[config.mk]
export PLATFORM = sky130hd
export DESIGN_NAME = piton_pronoc_vc_mux_bridge
export DESIGN_NICKNAME = d
export VERILOG_FILES = /design/src/rtl/piton_pronoc_vc_mux_bridge.sv
export SDC_FILE = /design/constraint.sdc
export NUM_CORES = 1
export LEC_CHECK = 0
export ABC_AREA = 1
export CAP_MARGIN = 30
export CORE_MARGIN = 10
export CORE_UTILIZATION = 45
export DETAILED_ROUTE_END_ITERATION = 12
export PLACE_DENSITY = 0.61
export SLEW_MARGIN = 20
export SYNTH_ARGS = -nofsm -noshare
export SYNTH_HDL_FRONTEND = slang
export SYNTH_SLANG_ARGS = --single-unit
[constraint.sdc]
create_clock -name clk -period 9.4 [get_ports clk]
set_clock_uncertainty 0.2 [all_clocks]
set_input_delay 2.82 -clock clk [delete_from_list [all_inputs] [get_ports clk]]
set_output_delay 2.82 -clock clk [all_outputs]
set_load 0.1 [all_outputs]
[src/rtl/piton_pronoc_vc_mux_bridge.sv]
// Multiplexes NUM_CH piton valid/yummy channels onto one ProNoC link, one VC per channel.
// Each channel has its own FIFO, packet-framing state and downstream credit counter.
module piton_pronoc_vc_mux_bridge #(
  parameter int NUM_CH      = 3,
  parameter int DATA_W      = 64,
  parameter int FIFO_DEPTH  = 4,
  parameter int LEN_W       = 8,
  parameter int LEN_LSB     = 22,
  parameter int CREDIT_INIT = 4
) (
  input  logic                     clk,
  input  logic                     reset,
  input  logic [NUM_CH*DATA_W-1:0] dataIn,
  input  logic [NUM_CH-1:0]        validIn,
  output logic [NUM_CH-1:0]        yummyOut,
  output logic [DATA_W-1:0]        flit_o,
  output logic                     hdr_o,
  output logic                     tail_o,
  output logic [NUM_CH-1:0]        vc_o,
  output logic                     flit_wr_o,
  input  logic [NUM_CH-1:0]        credit_i,
  output logic [NUM_CH-1:0]        err_o
);

  localparam int AW    = (FIFO_DEPTH > 1) ? $clog2(FIFO_DEPTH) : 1;
  localparam int CNT_W = AW + 1;
  localparam int CW    = $clog2(CREDIT_INIT + 1);
  localparam int PW    = (NUM_CH > 1) ? $clog2(NUM_CH) : 1;

  logic [DATA_W-1:0] mem_r    [NUM_CH][FIFO_DEPTH];
  logic [AW-1:0]     wr_ptr_r [NUM_CH];
  logic [AW-1:0]     rd_ptr_r [NUM_CH];
  logic [CNT_W-1:0]  cnt_r    [NUM_CH];
  logic              body_r   [NUM_CH];
  logic [LEN_W-1:0]  rem_r    [NUM_CH];
  logic [CW-1:0]     credit_r [NUM_CH];
  logic [PW-1:0]     ptr_r;

  logic [NUM_CH-1:0] eligible_s;
  logic [NUM_CH-1:0] pop_s;
  logic [NUM_CH-1:0] push_s;
  logic              grant_valid_s;
  logic [PW-1:0]     grant_idx_s;
  logic [DATA_W-1:0] head_flit_s;
  logic [LEN_W-1:0]  len_s;
  logic              hdr_s;
  logic              tail_s;

  // Eligibility, push acceptance and pop decode per channel.
  always_comb begin
    eligible_s = '0;
    push_s     = '0;
    pop_s      = '0;
    for (int c = 0; c < NUM_CH; c++) begin
      eligible_s[c] = (cnt_r[c] != CNT_W'(0)) && (credit_r[c] != CW'(0));
      pop_s[c]      = grant_valid_s && (grant_idx_s == PW'(c));
      push_s[c]     = validIn[c] && ((cnt_r[c] != CNT_W'(FIFO_DEPTH)) || pop_s[c]);
    end
  end

  // Round-robin search from ptr_r; scanning downward leaves the nearest eligible index.
  always_comb begin
    grant_valid_s = 1'b0;
    grant_idx_s   = '0;
    for (int i = NUM_CH - 1; i >= 0; i--) begin
      if (eligible_s[(int'(ptr_r) + i) % NUM_CH]) begin
        grant_valid_s = 1'b1;
        grant_idx_s   = PW'((int'(ptr_r) + i) % NUM_CH);
      end else begin
        grant_idx_s   = grant_idx_s;
      end
    end
  end

  // Framing flags for the flit at the head of the granted channel.
  always_comb begin
    head_flit_s = mem_r[grant_idx_s][rd_ptr_r[grant_idx_s]];
    len_s       = head_flit_s[LEN_LSB +: LEN_W];
    if (body_r[grant_idx_s]) begin
      hdr_s  = 1'b0;
      tail_s = (rem_r[grant_idx_s] == LEN_W'(1));
    end else begin
      hdr_s  = 1'b1;
      tail_s = (len_s == LEN_W'(0));
    end
  end

  // FIFO storage; contents need no reset since occupancy gates every read.
  always_ff @(posedge clk) begin
    for (int c = 0; c < NUM_CH; c++) begin
      if (push_s[c]) begin
        mem_r[c][wr_ptr_r[c]] <= dataIn[c*DATA_W +: DATA_W];
      end
    end
  end

  // Per-channel FIFO pointers, packet state, credits and sticky errors.
  always_ff @(posedge clk) begin
    if (reset) begin
      for (int c = 0; c < NUM_CH; c++) begin
        wr_ptr_r[c] <= '0;
        rd_ptr_r[c] <= '0;
        cnt_r[c]    <= '0;
        body_r[c]   <= 1'b0;
        rem_r[c]    <= '0;
        credit_r[c] <= CW'(CREDIT_INIT);
      end
      err_o <= '0;
    end else begin
      for (int c = 0; c < NUM_CH; c++) begin
        if (push_s[c]) begin
          wr_ptr_r[c] <= wr_ptr_r[c] + AW'(1);
        end
        if (pop_s[c]) begin
          rd_ptr_r[c] <= rd_ptr_r[c] + AW'(1);
        end
        case ({push_s[c], pop_s[c]})
          2'b10:   cnt_r[c] <= cnt_r[c] + CNT_W'(1);
          2'b01:   cnt_r[c] <= cnt_r[c] - CNT_W'(1);
          default: cnt_r[c] <= cnt_r[c];
        endcase
        if (validIn[c] && !push_s[c]) begin
          err_o[c] <= 1'b1;
        end
        if (pop_s[c]) begin
          if (!body_r[c]) begin
            if (len_s != LEN_W'(0)) begin
              body_r[c] <= 1'b1;
              rem_r[c]  <= len_s;
            end
          end else begin
            rem_r[c] <= rem_r[c] - LEN_W'(1);
            if (rem_r[c] == LEN_W'(1)) begin
              body_r[c] <= 1'b0;
            end
          end
        end
        // A return at full credit is only an overflow when no grant consumes one that cycle.
        case ({credit_i[c], pop_s[c]})
          2'b10: begin
            if (credit_r[c] == CW'(CREDIT_INIT)) begin
              err_o[c] <= 1'b1;
            end else begin
              credit_r[c] <= credit_r[c] + CW'(1);
            end
          end
          2'b01:   credit_r[c] <= credit_r[c] - CW'(1);
          default: credit_r[c] <= credit_r[c];
        endcase
      end
    end
  end

  // Registered ProNoC output stage and round-robin pointer.
  always_ff @(posedge clk) begin
    if (reset) begin
      ptr_r     <= '0;
      flit_o    <= '0;
      hdr_o     <= 1'b0;
      tail_o    <= 1'b0;
      vc_o      <= '0;
      flit_wr_o <= 1'b0;
      yummyOut  <= '0;
    end else begin
      flit_wr_o <= grant_valid_s;
      yummyOut  <= pop_s;
      if (grant_valid_s) begin
        flit_o <= head_flit_s;
        hdr_o  <= hdr_s;
        tail_o <= tail_s;
        vc_o   <= pop_s;
        ptr_r  <= (grant_idx_s == PW'(NUM_CH - 1)) ? PW'(0) : grant_idx_s + PW'(1);
      end
    end
  end

endmodule

==> impl_metrics.ini <==
[global_routing]
grt.total_usage = 0.214
antenna_found_initial = 16
grt_pass1_vias = 23800
grt_max_degree = 101
grt_overflow_total = 0
grt_pass1_wl_um = 148000

[critical_path]
required_ps = 9590
crit_path_cell_trace = clkdlybuf4s50_1, clkinv_2, nand2_1, nand2_1, nor4_1, inv_1, o21ai_0, inv_1
worstPathMaxFanout = 33
cp_top_family = buffers and inverters
cp.arrival_ps = 6160
critPathMaxStageDelay_ps = 990
worst_path_max_delay_cell = clkdlybuf4s50_1
crit_buf_inv = 4
critical_path_class = input port to flop
cp-end-kind = flop
cp-start-kind = input port
ff2ff_setup_slack_ps = 3740

[yosys]
synth_area_leader_cell = edfxtp_1
synthTopCellsByCount = 909 x nand2_1, 824 x edfxtp_1, 172 x nand3_1
ys_warn_count = 0
synth_top_area_share = 0.688
syn_nets = 3178
synth-edff-count = 824
synthFlopType = edfxtp_1
netlist_area_mm2 = 0.0360
async_reset_ff_frac = 0
synth.most_common_cell = nand2_1
synthCells = 2937
seq_area_frac_synth = 0.731
ys_types = 51
postSynthAreaPerCell_um2 = 12.3
synth_seq_cells = 903
synth_area_leaders = edfxtp_1 69%, nand2_1 9.5%, dfxtp_1 4.4%

[clock_tree]
cts.sink_count = 903
path_clk_slew_ps = 60
cts_buffer_depth = 3
h-tree-depth = 3
cts_resized = 0
cts_buffers = 94
post-cts-setup-buffers = 0
cts_hold_buffers = 0
cts-root-buf = clkbuf_16
cts_tree = done
worstSkewPairLatency_ps = 650

[layout]
design_area_mm2 = 0.0432
fill_cells = 6595
nets = 3437
instances_no_fill = 4332
seqCellArea_mm2 = 0.0263
multiInputGateArea_mm2 = 0.00861
layout-drive-gt1-share = 0.0772
area_delta_synth_final_pct = 20.1

[placement]
post-dp-hpwl_um = 60500
port_buffers = 275
dpl_cell_area_mm2 = 0.0400
dp.cells = 4146
gp_congestion = 0.836

[sta]
setup_viol = 0
fin_setup_tns_ps = 0
fmax_mhz = 168
slew_violations = 0
period_share = 0.635
maxSlewHeadroom = 0.326
rsz0062_at_grt = false
hold_viol = 0
layout_min_cycle_time_ps = 5970
tightest_slew_ps = 1010

[flow_run]
cap_violations = 0

[detailed_routing]
routed_via_density = 5.55
route.antenna.remaining_nets = 0
drt-initial-drc-count = 2363
dr.pass1.iters = 6
wl_um = 100000
vias = 24000
drc = 0
avgRoutedWirePerCell_um = 23.2

[run_status]
run_status = finished clean

[floorplanning]
fp-row-count = 103
die_h_um = 303
start_util = 0.455
die_w_um = 303
dieArea_mm2 = 0.0917
core_mm2 = 0.0791
ios = 276

[hold_path]
worstHoldPathType = flop to flop
-- final timing paths --
path,from,to,cells after the start
worst min register to register,vc_o[1],vc_o[1],2
worst max register to register,credit_r[2][0],flit_o[62],17
worst max-delay path,reset,credit_r[2][0],8
worst min-delay path,vc_o[1],vc_o[1],2
-- metrics by stage --
stage          worst slack (ps)   util  hold slack (ps)
2_1_floorplan              2980      -              269
3_3_place_gp               2900  0.503              252
3_5_place_dp               2850  0.505              256
4_1_cts                    3490  0.545              272
5_1_grt                    3110  0.546              295
6_report                   3430  0.546              270
-- cells in the final DEF (no fill, tap or decap), drive strengths merged, types with 41 or more instances in the layout --
master and n:
clkinv 41, clkbuf 124, buf 44, nand3 176
a41oi 41, nor2 116, dfxtp 79, nand4 115
o21ai 127, a21oi 58, a31oi 50, edfxtp 824
clkdlybuf4s50 275, nand2 917, inv 144
-- worst reg2reg max path, cell delays in order, from the launching register on --
cell and delay (ps):
edfxtp_1 350, inv_1 80, ha_1 240, nand2_1 140, nand2_1 150, o21ai_2 190, nand3_2 490, nand2_4 620
nand2_8 220, inv_6 400, buf_4 370, buf_16 300, buf_4 880, nand2_1 120, nand3_1 100, a21oi_1 60
a221oi_1 500, a31o_2 170
-- per-layer routing --
layer  up-vias  track usage  part of all wire
met5         -            0            0.0013
met3       171       0.0474             0.082
met1     11900        0.285              0.42
met4        18       0.0628             0.022
met2      1036        0.351              0.48
li1      11000            -                 -
-- flip-flops by register name, indices dropped and copies added (netlist names), 2 cells and up --
signal and count:
mem_r 768, err_o 3, wr_ptr_r 6, ptr_r 2, credit_r 9, flit_o 64
rem_r 24, body_r 3, vc_o 3, cnt_r 9, rd_ptr_r 6, yummyOut 3
-- layout make-up --
class	count	area share
timing repair buffer	319	0.0765
sequential	903	0.609
clock buffer	124	0.0612
antenna	6	0.000347
clock inverter	52	0.0107
tap	1050	0.0304
inverter	141	0.0125
multi-input combinational	1737	0.199
-- cell families (layout without fill, tap and decap cells) --
logic type,count (synthesis),after routing,share of synthesized area
AO/OA/AOI/OAI,322,322,0.0548
other,0,6,0
buffers and inverters,297,636,0.0325
adder cells (fa/ha/maj),41,41,0.0151
multiplexers,2,2,0.000556
XOR/XNOR,28,28,0.00681
flip-flops,903,903,0.731
AND/OR/NAND/NOR,1344,1344,0.159
Power is left out: the tool's default activity adds up to more than one toggle a clock period on the data nets, which glitch-free logic cannot reach.
